## src/rtl/dmem_arbiter_if.sv

```systemverilog
// Requester-side bus of the data-memory arbiter: a level request with its access
// fields, answered by a grant pulse and a read-data-valid pulse.
interface dmem_arbiter_if #(
  parameter int AW = 8,
  parameter int DW = 8
);
  logic          req;
  logic          we;
  logic [AW-1:0] addr;
  logic [DW-1:0] wdata;
  logic          gnt;
  logic          rvalid;
  logic [DW-1:0] rdata;

  modport master (output req, we, addr, wdata, input gnt, rvalid, rdata);
  modport slave  (input req, we, addr, wdata, output gnt, rvalid, rdata);
endinterface

```

## src/rtl/dmem_arbiter.sv

```systemverilog
// Round-robin arbiter and sequencer for the single-port data memory. Accesses are
// serialised through IDLE -> ACC (-> WAIT for reads) with every output registered.
module dmem_arbiter #(
  parameter int AW     = 8,
  parameter int DW     = 8,
  parameter int RD_LAT = 1
) (
  input  logic          clk,
  input  logic          rst,
  dmem_arbiter_if.slave r0,
  dmem_arbiter_if.slave r1,
  output logic [AW-1:0] mem_addr,
  output logic [DW-1:0] mem_data,
  output logic          mem_mw,
  input  logic [DW-1:0] mem_q,
  output logic          busy
);
  localparam logic [1:0] IDLE      = 2'd0;
  localparam logic [1:0] ACC       = 2'd1;
  localparam logic [1:0] WAIT      = 2'd2;
  localparam logic [1:0] WAIT_INIT = (RD_LAT > 0) ? 2'(RD_LAT - 1) : 2'd0;

  logic [1:0]         state_reg;
  logic [1:0]         cnt_reg;
  logic               last_reg;
  logic               win_reg;
  logic               we_reg;
  logic [1:0]         gnt_reg;
  logic [1:0]         rvalid_reg;
  logic [1:0][DW-1:0] rdata_reg;
  logic [AW-1:0]      mem_addr_reg;
  logic [DW-1:0]      mem_data_reg;
  logic               mem_mw_reg;
  logic               busy_reg;

  logic [1:0]    req;
  logic          win_next;
  logic          we_sel;
  logic [AW-1:0] addr_sel;
  logic [DW-1:0] wdata_sel;

  assign req = {r1.req, r0.req};
  // A tie goes to the requester that was not served last; otherwise the sole requester wins.
  assign win_next  = (req == 2'b11) ? ~last_reg : req[1];
  assign we_sel    = win_next ? r1.we    : r0.we;
  assign addr_sel  = win_next ? r1.addr  : r0.addr;
  assign wdata_sel = win_next ? r1.wdata : r0.wdata;

  always_ff @(posedge clk or posedge rst) begin
    if (rst) begin
      state_reg    <= IDLE;
      cnt_reg      <= 2'd0;
      last_reg     <= 1'b1;
      win_reg      <= 1'b0;
      we_reg       <= 1'b0;
      gnt_reg      <= 2'b00;
      rvalid_reg   <= 2'b00;
      rdata_reg    <= '0;
      mem_addr_reg <= '0;
      mem_data_reg <= '0;
      mem_mw_reg   <= 1'b0;
      busy_reg     <= 1'b0;
    end else begin
      gnt_reg    <= 2'b00;
      rvalid_reg <= 2'b00;
      case (state_reg)
        IDLE: begin
          if (req != 2'b00) begin
            win_reg           <= win_next;
            last_reg          <= win_next;
            we_reg            <= we_sel;
            mem_addr_reg      <= addr_sel;
            mem_data_reg      <= wdata_sel;
            mem_mw_reg        <= we_sel;
            gnt_reg[win_next] <= 1'b1;
            busy_reg          <= 1'b1;
            state_reg         <= ACC;
          end
        end
        ACC: begin
          mem_mw_reg <= 1'b0;
          if (we_reg) begin
            state_reg <= IDLE;
            busy_reg  <= 1'b0;
          end else if (RD_LAT == 0) begin
            rdata_reg[win_reg]  <= mem_q;
            rvalid_reg[win_reg] <= 1'b1;
            state_reg           <= IDLE;
            busy_reg            <= 1'b0;
          end else begin
            cnt_reg   <= WAIT_INIT;
            state_reg <= WAIT;
          end
        end
        WAIT: begin
          // Address stays on the memory until the counted latency has elapsed.
          if (cnt_reg == 2'd0) begin
            rdata_reg[win_reg]  <= mem_q;
            rvalid_reg[win_reg] <= 1'b1;
            state_reg           <= IDLE;
            busy_reg            <= 1'b0;
          end else begin
            cnt_reg <= cnt_reg - 2'd1;
          end
        end
        default: begin
          state_reg  <= IDLE;
          mem_mw_reg <= 1'b0;
          busy_reg   <= 1'b0;
        end
      endcase
    end
  end

  assign r0.gnt    = gnt_reg[0];
  assign r1.gnt    = gnt_reg[1];
  assign r0.rvalid = rvalid_reg[0];
  assign r1.rvalid = rvalid_reg[1];
  assign r0.rdata  = rdata_reg[0];
  assign r1.rdata  = rdata_reg[1];
  assign mem_addr  = mem_addr_reg;
  assign mem_data  = mem_data_reg;
  assign mem_mw    = mem_mw_reg;
  assign busy      = busy_reg;
endmodule

```

## src/flat_wrapper.sv

```systemverilog
// flat-port wrapper written by rule: the top's interface ports become plain ports
module dmem_arbiter_flat 
#(
  parameter int AW     = 8,
  parameter int DW     = 8,
  parameter int RD_LAT = 1
)
  (clk, rst, mem_addr, mem_data, mem_mw, mem_q, busy, r0_req, r0_we, r0_addr, r0_wdata, r0_gnt, r0_rvalid, r0_rdata, r1_req, r1_we, r1_addr, r1_wdata, r1_gnt, r1_rvalid, r1_rdata);
  dmem_arbiter_if #(.AW(AW), .DW(DW)) r0_i ();
  dmem_arbiter_if #(.AW(AW), .DW(DW)) r1_i ();
  input  logic clk;
  input  logic rst;
  output logic [AW-1:0] mem_addr;
  output logic [DW-1:0] mem_data;
  output logic mem_mw;
  input  logic [DW-1:0] mem_q;
  output logic busy;
  input wire logic [$bits(r0_i.req)-1:0] r0_req;
  input wire logic [$bits(r0_i.we)-1:0] r0_we;
  input wire logic [$bits(r0_i.addr)-1:0] r0_addr;
  input wire logic [$bits(r0_i.wdata)-1:0] r0_wdata;
  output wire logic [$bits(r0_i.gnt)-1:0] r0_gnt;
  output wire logic [$bits(r0_i.rvalid)-1:0] r0_rvalid;
  output wire logic [$bits(r0_i.rdata)-1:0] r0_rdata;
  input wire logic [$bits(r1_i.req)-1:0] r1_req;
  input wire logic [$bits(r1_i.we)-1:0] r1_we;
  input wire logic [$bits(r1_i.addr)-1:0] r1_addr;
  input wire logic [$bits(r1_i.wdata)-1:0] r1_wdata;
  output wire logic [$bits(r1_i.gnt)-1:0] r1_gnt;
  output wire logic [$bits(r1_i.rvalid)-1:0] r1_rvalid;
  output wire logic [$bits(r1_i.rdata)-1:0] r1_rdata;
  assign r0_i.req = r0_req;
  assign r0_i.we = r0_we;
  assign r0_i.addr = r0_addr;
  assign r0_i.wdata = r0_wdata;
  assign r0_gnt = r0_i.gnt;
  assign r0_rvalid = r0_i.rvalid;
  assign r0_rdata = r0_i.rdata;
  assign r1_i.req = r1_req;
  assign r1_i.we = r1_we;
  assign r1_i.addr = r1_addr;
  assign r1_i.wdata = r1_wdata;
  assign r1_gnt = r1_i.gnt;
  assign r1_rvalid = r1_i.rvalid;
  assign r1_rdata = r1_i.rdata;
  dmem_arbiter #(.AW(AW), .DW(DW), .RD_LAT(RD_LAT)) u_core (.clk(clk), .rst(rst), .r0(r0_i), .r1(r1_i), .mem_addr(mem_addr), .mem_data(mem_data), .mem_mw(mem_mw), .mem_q(mem_q), .busy(busy));
endmodule
```

## config.mk

```make
export PLATFORM = sky130hd
export DESIGN_NAME = dmem_arbiter_flat
export DESIGN_NICKNAME = d
export VERILOG_FILES = /design/src/rtl/dmem_arbiter_if.sv /design/src/rtl/dmem_arbiter.sv /design/src/flat_wrapper.sv
export SDC_FILE = /design/constraint.sdc
export NUM_CORES = 1
export LEC_CHECK = 0
export BUFFER_PORTS_ARGS = -buffer_cell sky130_fd_sc_hd__buf_2
export CAP_MARGIN = 25
export CORE_UTILIZATION = 40
export CTS_CLUSTER_SIZE = 40
export DETAILED_ROUTE_END_ITERATION = 10
export HOLD_SLACK_MARGIN = 0.03
export PLACE_DENSITY = 0.69
export SLEW_MARGIN = 30
export SYNTH_ARGS = -nofsm -noshare
export SYNTH_HDL_FRONTEND = slang
export SYNTH_SLANG_ARGS = --single-unit
export TNS_END_PERCENT = 1
```

## constraint.sdc

```tcl
create_clock -name clk -period 2.3 [get_ports clk]
set_input_delay 0.23 -clock clk [delete_from_list [all_inputs] [get_ports clk]]
set_output_delay 0.23 -clock clk [all_outputs]
set_load 0.02 [all_outputs]
```

Word-level counts from Yosys, hierarchy flattened
Cells that the tools add are included.
- add/sub/neg operators: 1
- $mul: 0
- divide/modulo/power cells: 0
- magnitude comparators: 4
- equality and inequality tests: 8
- shift operators: 0
- mux-type cells: 28
- bitwise gates (word level): 2
- reductions and logical operators: 12
- operators with widths (cell ; number):
    $mux 8 ; 3
    $mux 2 ; 9
    $bwmux 16 ; 1
    $demux 8 s1 ; 1
    $mux 1 ; 8
    $reduce_and 2->1 ; 4
    $ne 2x1->1 const B ; 3
    $pmux 2 s3 ; 1
    $reduce_and 3->1 ; 2
    $eq 2x2->1 const B ; 2
    $logic_not 2->1 ; 2
    $lt 1x2->1 const B ; 2
    $ne 2x2->1 const B ; 2
    $pmux 2 s2 ; 1
    $reduce_bool 2->1 ; 2
    $pmux 1 s3 ; 1
    $demux 1 s1 ; 2
    $eq 2x1->1 const B ; 1
    $ge 1x1->1 const B ; 2
    $logic_and 1x1->1 ; 2
    $not 1->1 ; 2
    $pmux 1 s2 ; 1
    $sub 2x1->2 const B ; 1
- register bits: 45
- bits in latches: 0
- RAM bits: 0
- memory bits (read-only): 0
- output and inout bits: 38
- word-level logic and storage cells: 68
- memories: 0

Depth between registers and ports, before layout
Gate-level depths: netlist of run 1.
- depth in word-level cells: 8
- depth in mapped cells: 6
- depth with buffers taken out: 5

Least setup slack after synthesis of run 1
Ideal clock, no wire load.
- kind: reg2reg
- start point: reg u_core.state_reg[0]
- end point: reg u_core.rdata_reg (netlist bit u_core.r0.rdata[0])
- library setup time: 0.125 ns
- arrival: 1.349 ns
- setup slack: 0.826 ns
- cell stages (with the launch flop): 6
- path buffers: 0
- period minus slack after synthesis: 1.474 ns
- path through: dfrtp_1 inv_1 ha_1 nand2_1 nor2_2 mux2_2
- cells in the longest elaborated chain, start to end: 2
- RTL lines (item ; line ; text):
    start: declaration ; dmem_arbiter.sv:23 ; logic [1:0] state_reg;
    start signal: assignment ; dmem_arbiter.sv:51 ; state_reg <= IDLE;
    start signal: assignment ; dmem_arbiter.sv:77 ; state_reg <= ACC;
    start signal: assignment ; dmem_arbiter.sv:83 ; state_reg <= IDLE;
    $eq 2x2->1 ; dmem_arbiter.sv:66 ; case (state_reg)
    $reduce_and 2->1 (no line) ; n/a ;
    end signal: indexed assignment ; dmem_arbiter.sv:86 ; rdata_reg[win_reg] <= mem_q;
    end signal: indexed assignment ; dmem_arbiter.sv:98 ; rdata_reg[win_reg] <= mem_q;
    end: declaration ; dmem_arbiter.sv:30 ; logic [1:0][DW-1:0] rdata_reg;
No other way between the ends.
A chain may end at the register's enable or synchronous reset.

Worst setup path after layout of run 1
- start point: reg u_core.state_reg[0]
- end point: reg u_core.rdata_reg (netlist bit u_core.r0.rdata[5])
Same word-level chain as after synthesis.

==> metrics.cfg, run 1 <==
[outcome]
outcome=complete, no violations

[timing]
whs_ps=163
hold_violations=0
worst_pin_slew_ps=569
rsz0062_at_grt=false
setup_ws_ps=641
slew_viol_final=0
setup_viol=0
relSlewSlack_pct=62.1
finalCriticalPeriod_ps=1660
clock_skew_ps=5.04
fmax_mhz=603
period_share_pct=72.1
setup_tns_ps=0

[cells_and_area]
syn_to_final_growth_pct=28.5
drive_above_1_share_pct=43.2
multi_input_area_um2=748
diodes=0
fin_cells=316
layout.nets=314
stdcell_area_um2=2490
fillers=420
final_util_pct=55.3
seq_area_um2=1130

[global_route]
met1_usage_pct=23.5
grt_max_degree=22
use_met2_pct=30.8
antenna_found_initial=0
grt_pass1_wl_um=7240
grt_usage_pct=18.2
first_global_vias=1609
gr-usage-met3_pct=4.36
top_usage_layer=met2
overflow=0

[place]
gp_congestion=0.831
place_area_um2=2400
numPlacedInstances=307
dp_hpwl_um=3170
io_buffer_count=83
post-place-ws_ps=641

[floorplan]
initial_core_util_pct=43.0
die_w_um=71.6
die_area_um2=5130
fp-row-count=24
chipHeight_um=71.6
core-area_um2=4500
io_pins=84

[synthesis]
avgSynthCellArea_um2=11.0
yosysUniqueCellTypes=28
yosys.area.top_type=dfrtp_1
synth_nets=227
ys_seq_area_share_pct=58.2
synth.area.top_cells=dfrtp_1, mux2_2, a21oi_1
synth_area_um2=1940
synth_xor_area_share_pct=0
synth-simple-area-share_pct=10.7
synth_edf_count=0
ys.flop_type=dfrtp_1
synth_mux_area_share_pct=10.9
synth_top_family_by_area=compound AO/OA/AOI/OAI gates
synth_top_area_share_pct=56.8
yosysWarnings=0
async_flop_share_pct=100
synth-adder-area-share_pct=3.23
synthTopCellsByCount=dfrtp_1, a21oi_1, nand2_1
synth_most_common_cell=dfrtp_1
syn_inst=176
synth_seq_cells=45
synth_compound_area_share_pct=13.8

[critical_path]
cp-end-kind=flop
rrSetupSlack_ps=640
worst-r2r-cell-count=5
cp.arrival_ps=1840
crit_path_start_kind=flop
cp_data_required_time_ps=2480
worstSetupPathType=reg2reg
cp_cell_sequence=inv_1 -> ha_1 -> nand2_1 -> nor2_2 -> mux2_2
critPathMaxStageDelay_ps=390
crit_fanout=9
crit_slowest_cell=dfrtp_1

[routing]
via_per_inst=5.02
wire_per_inst_um=13.4
wl_um=4240
drc_errors=0
drt_iter0_drc=97
dr.pass1.iters=5
ant_nets=0
vias=1585

[hold_path]
hold_depth=3
hold_class=in2reg

[clocking]
post-cts-setup-buffer-count=0
cts_root_buf=clkbuf_8
ctsResizeCount=0
cts.sinks=45
cts_tree=done
numCtsBuffers=5
htree_levels=2
path_clk_slew_ps=80
cts_hold_buffers=1
cts_buffer_depth=2
clk_latency_ps=290

[pwr]
finalPower_mw=3.51
power.density_nw_per_um2=1410
vdd_drop_max_uv=535
p_leak_nw=1.26

[flow_run]
maxCapViolCount=0

## worst max-delay path: cells and delay by family (launching register included)
kind / cells / cell delay (ps)
fa+ha+maj: 1 / 200
simple gates: 2 / 450
buf+inv: 1 / 130
mux: 1 / 380
flops: 1 / 390
## per-layer routing
metal | wire [um] | vias up
li1 | - | 781
met1 | 1910 | 752
met2 | 2100 | 44
met3 | 183 | 8
met4 | 53 | 0
met5 | 0 | -
## worst paths after layout
path	start	end
setup / recovery	u_core.state_reg[0]$_DFFE_PP0P_	u_core.r0.rdata[5]$_DFFE_PP0P_
hold reg to reg	u_core.r1.rdata[2]$_DFFE_PP0P_	u_core.r1.rdata[2]$_DFFE_PP0P_
setup reg to reg	u_core.state_reg[0]$_DFFE_PP0P_	u_core.r0.rdata[5]$_DFFE_PP0P_
hold / removal	r0_wdata[2]	u_core.mem_data[2]$_DFFE_PP0P_
max in group asynchronous	rst	u_core.last_reg$_DFFE_PP1P_
min in group asynchronous	rst	u_core.r1.rdata[4]$_DFFE_PP0P_
## placed cells by master (no fill, tap or decap)
master / instances
clkbuf_8: 5
o21ai_0: 2
o31ai_1: 3
nand2_1: 20
a21boi_4: 1
ha_1: 5
dlygate4sd3_1: 1
mux2i_1: 2
buf_4: 3
dfstp_2: 1
nor2_1: 19
nand3_1: 2
inv_1: 5
dfrtp_1: 44
a32oi_1: 1
mux2_2: 17
a21oi_1: 33
a31oi_1: 1
nand2b_1: 2
clkbuf_1: 3
nor3b_2: 1
and3_1: 1
nor2b_1: 2
o21a_1: 1
buf_2: 83
inv_2: 1
a21o_1: 1
o21ai_1: 1
nor2_2: 1
o22ai_1: 1
a21bo_2: 1
## cell families (layout without fill, tap and decap cells)
family | count (synthesis) | in the layout
buf+inv | 13 | 101
simple gates | 48 | 48
fa+ha+maj | 5 | 5
compound gates | 46 | 46
flops | 45 | 45
mux | 19 | 19
## final cells by class
cell class | count | share of cell area [%]
sequential | 45 | 45.3
multi-input combinational | 118 | 30.0
timing repair buffer | 87 | 18.0
clock buffer | 8 | 3.21
tap | 52 | 2.61
inverter | 6 | 0.904
## report_power, final
part / switching [mW] / internal [mW] / leakage (nW)
logic: 1.02 / 0.653 / 0.685
clock network: 0.240 / 0.216 / 0.0395
registers: 0.199 / 1.18 / 0.535
total: 1.46 / 2.05 / 1.26
No activity file was read; power rests on OpenSTA's default activity.
==> inputs of run 2 (changes only) <==
- ABC_AREA: unset -> 1
- PLACE_DENSITY: 0.69 -> 0.68
- clock period: 2.3 -> 1.7 ns (I/O delays scaled with it)
==> run 2 against run 1 <==
Net effect: cell area up 6.1%; sequential power up 33%; die area up 5.8%; critical path type unchanged; critical endpoint is now u_core.mem_data[7]$_DFFE_PP0P_; largest cell class unchanged.
==> metrics.cfg, run 2 <==
[outcome]
outcome=complete, no violations

[timing]
clock_skew_ps=4.89
worst_pin_slew_ps=493
setup_ws_ps=178
period_share_pct=89.5
finalCriticalPeriod_ps=1520
slew_viol_final=0
rsz0062_at_grt=false
hold_violations=0
relSlewSlack_pct=67.1
setup_tns_ps=0
setup_viol=0
fmax_mhz=657

[critical_path]
worstSetupPathType=reg2reg
crit_path_start_kind=flop
cp_data_required_time_ps=1880
crit_fanout=18
cp-end-kind=flop
cp.arrival_ps=1700

[place]
post-place-ws_ps=141
dp_hpwl_um=3140
io_buffer_count=83
numPlacedInstances=394
gp_congestion=0.907

[global_route]
grt_usage_pct=16.5
overflow=0
grt_max_degree=35
first_global_vias=1553
grt_pass1_wl_um=6800
antenna_found_initial=0

[floorplan]
initial_core_util_pct=42.6
die_w_um=73.7
fp-row-count=25
io_pins=84
core-area_um2=4820
die_area_um2=5430
chipHeight_um=73.7

[clocking]
path_clk_slew_ps=80
numCtsBuffers=5
post-cts-setup-buffer-count=0
ctsResizeCount=0
cts_buffer_depth=2
cts_tree=done
cts_root_buf=clkbuf_8
cts.sinks=45
htree_levels=2
clk_latency_ps=290

[synthesis]
avgSynthCellArea_um2=8.25
synth_edf_count=0
synth_most_common_cell=nand2_1
synthTopCellsByCount=nand2_1, dfrtp_1, inv_1
synth.area.top_cells=dfrtp_1, nand2_1, inv_1
synth_seq_cells=45
yosys.area.top_type=dfrtp_1
async_flop_share_pct=100
yosysUniqueCellTypes=19
ys_seq_area_share_pct=54.9
synth_top_area_share_pct=53.6
synth_nets=300
yosysWarnings=0
synth_area_um2=2050
syn_inst=249
ys.flop_type=dfrtp_1

[cells_and_area]
final_common_cell=nand2_1
diodes=0
syn_to_final_growth_pct=28.7
mostFrequentLayoutCells=nand2_1, buf_2, dfrtp_1
layout.nets=386
fin_cells=403
drive_above_1_share_pct=30.1
final_util_pct=54.9

[flow_run]
maxCapViolCount=0

[pwr]
vdd_drop_max_uv=819
p_leak_nw=1.56
finalPower_mw=4.70
power.density_nw_per_um2=1780

[routing]
drc_errors=0
dr.pass1.iters=4
drt_iter0_drc=64
ant_nets=0
wl_um=4140
vias=1751
via_per_inst=4.34
wire_per_inst_um=10.3

[hold_path]
hold_class=in2reg

## run 2: cell families (layout without fill, tap and decap cells)
logic type / Yosys count / in the layout / synth area share, %
and+or+nand+nor: 113 / 113 / 22.4
buffers and inverters: 47 / 134 / 10.2
DFF: 45 / 45 / 54.9
AOI/OAI and AO/OA: 39 / 39 / 9.50
adders and majority gates: 5 / 5 / 3.05
## run 2: worst paths after layout
| kind | startpoint | endpoint | slack, ps | cells past startpoint |
|---|---|---|---|---|
| max | u_core.state_reg[0]$_DFFE_PP0P_ | u_core.mem_data[7]$_DFFE_PP0P_ | 180 | 7 |
| min | r1_wdata[0] | u_core.mem_data[0]$_DFFE_PP0P_ | 140 | 3 |
| max reg2reg | u_core.state_reg[0]$_DFFE_PP0P_ | u_core.mem_data[7]$_DFFE_PP0P_ | 180 | 7 |
| min reg2reg | u_core.last_reg$_DFFE_PP1P_ | u_core.last_reg$_DFFE_PP1P_ | 470 | 2 |
| max in group asynchronous | rst | u_core.last_reg$_DFFE_PP1P_ | 700 | 4 |
| min in group asynchronous | rst | u_core.r1.rdata[0]$_DFFE_PP0P_ | 440 | 3 |
## run 2: worst max-delay path: stages (launching register included)
cell     delay, ps
dfrtp_1        410
inv_1          110
ha_1           200
inv_1           90
nor2_4         230
inv_2          200
nand2_1         90
o21ai_1         70
## run 2: where the power goes
group	switching, mW	internal [mW]	leakage [nW]
clock network	0.336	0.285	0.0450
logic	1.46	0.778	0.954
registers	0.258	1.59	0.556
total	2.05	2.65	1.56
## run 2: repair_timing
item / in CTS / in global routing
endpoints found under the hold margin: 23 / 0
hold buffers: 1 / 0
setup endpoints to repair: 0 / 4
## run 2: per-stage QoR
step	hold WS (ps)	instance area, um^2
floorplan	327	2050
global placement	241	2550
detailed placement	230	2550
CTS	124	2640
global route	136	2640
finish	136	2640
## run 2: cell type report
type,instances,area [um^2]
fillers,480,2170
flip-flops and latches,45,1130
multi-input cells,157,718
repair buffers,87,485
inverters,39,146
well taps,67,83.8
clock buffers,6,72.6
clock inverters,2,10.0
## run 2: layer usage
layer,GRT usage [%],up-vias,share of wire (%)
met5,0,-,0
met4,5.77,0,1.1
met3,4.39,5,6.0
met2,27.2,65,46
met1,20.9,753,46
li1,-,928,-
==> inputs of run 3 (changes only) <==
- clock period: 1.7 -> 1.54 ns (I/O delays scaled with it)
==> run 3 against run 2 <==
Net effect: final cell count grew 0.25%; non-clock buffer count grew 1; sequential share of layout area shrank 1.1 points; critical path type unchanged.
==> metrics.cfg, run 3 (synthesized netlist as in run 2, its figures left out) <==
[timing]
worst_pin_slew_ps=384
clock_skew_ps=9.02
rsz0062_at_grt=false
period_share_pct=91.0
finalCriticalPeriod_ps=1400
slew_viol_final=0
relSlewSlack_pct=74.4
setup_tns_ps=0
setup_viol=0
fmax_mhz=713
hold_violations=0

[clocking]
path_clk_slew_ps=90
htree_levels=2
cts_root_buf=clkbuf_8
numCtsBuffers=5
cts.sinks=45
cts_tree=done
clk_latency_ps=290
cts_buffer_depth=2

[pwr]
p_comb_share_pct=44.5
seqPwrFrac_pct=36.7
power.density_nw_per_um2=2050
finalPower_mw=5.55
clkPwrFrac_pct=18.8
switching_share_pct=41.0
vdd_drop_max_uv=902
p_sw_mw=2.28
p_int_mw=3.28
p_leak_nw=1.58

[floorplan]
io_pins=84
die_w_um=73.7
die_area_um2=5430
chipHeight_um=73.7
core-area_um2=4820
fp-row-count=25
initial_core_util_pct=42.6

[critical_path]
crit_path_start_kind=flop
crit_fanout=16
cp.arrival_ps=1630
rrSetupSlack_ps=140
worstSetupPathType=reg2reg
cp-end-kind=flop
cp_data_required_time_ps=1760

[global_route]
grt_usage_pct=15.9
first_global_vias=1590
grt_max_degree=35
overflow=0
grt_pass1_wl_um=6670
antenna_found_initial=0

[cells_and_area]
final_common_cell=nand2_1
diodes=0
fillers=480
layout.nets=387
syn_to_final_growth_pct=32.0
mostFrequentLayoutCells=nand2_1, buf_2, dfrtp_1
drive_above_1_share_pct=30.9

[routing]
drt_iter0_drc=67
ant_nets=0
vias=1760
via_per_inst=4.36
wire_per_inst_um=9.99
wl_um=4030
drc_errors=0
dr.pass1.iters=4

[place]
gp_congestion=0.768
dp_hpwl_um=2990
io_buffer_count=83

[flow_run]
maxCapViolCount=0

[outcome]
outcome=complete, no violations

[hold_path]
hold_class=in2reg

run 3: repair_timing:
| action | 4_1_cts | 5_1_grt |
|---|---|---|
| buffers inserted | 0 | 1 |
| hold buffers | 1 | 0 |
| gates resized for setup | 0 | 3 |
| setup endpoints to repair | 0 | 16 |
| hold endpoints to repair | 17 | 0 |
run 3: critical path: stages, from the launching register on:
cell	delay, ps
dfrtp_1	400
inv_1	110
ha_2	200
inv_1	80
nor2_4	190
buf_12	170
nand2_1	60
o21ai_1	110
run 3: worst paths after layout:
check / start / to / cells after the start
min in group asynchronous: rst / u_core.r1.rdata[0]$_DFFE_PP0P_ / 3
setup reg to reg: u_core.state_reg[0]$_DFFE_PP0P_ / u_core.mem_data[7]$_DFFE_PP0P_ / 7
hold reg to reg: u_core.last_reg$_DFFE_PP1P_ / u_core.last_reg$_DFFE_PP1P_ / 2
setup / recovery: u_core.state_reg[0]$_DFFE_PP0P_ / u_core.mem_data[7]$_DFFE_PP0P_ / 7
max in group asynchronous: rst / u_core.last_reg$_DFFE_PP1P_ / 4
hold / removal: r1_wdata[6] / u_core.mem_data[6]$_DFFE_PP0P_ / 3
run 3: per-stage QoR:
step	hold WS (ps)	area [um^2]	utilization, %	std cells	worst slack [ps]
after detailed placement	157	2550	53.0	394	83.9
after global placement	161	2550	53.0	394	158
after floorplan	311	2050	-	249	244
after global routing	110	2710	56.3	404	5.62
after CTS	108	2700	56.0	403	70.6
final	115	2710	56.3	404	138
run 3: power by group through the flow:
| stage | clock network (mW) | logic, mW | registers [mW] |
|---|---|---|---|
| 2_1_floorplan | 0 | 1.10 | 2.63 |
| 3_3_place_gp | 0 | 2.43 | 2.06 |
| 3_5_place_dp | 0 | 2.49 | 2.05 |
| 4_1_cts | 1.07 | 2.48 | 2.04 |
| 5_1_grt | 1.12 | 2.78 | 2.10 |
| 6_report | 1.05 | 2.47 | 2.04 |
run 3: cell type report:
type	instances	area, um^2	area share, %
clock buffer	5	68.8	2.54
clock inverter	3	68.8	2.54
inverter	39	149	5.49
multi-input combinational	157	721	26.6
sequential	45	1130	41.6
tap	67	83.8	3.09
timing repair buffer	88	493	18.2
run 3: routing by layer:
layer  share of wire [%]  vias to the layer above  routed length [um]  global-route usage [%]
met4                0.27                        0                  11                    3.85
met3                 6.5                        2                 262                    4.80
met5                   0                        -                   0                       0
met1                  49                      764                1970                    20.7
li1                    -                      927                   -                       -
met2                  44                       67                1790                    26.0
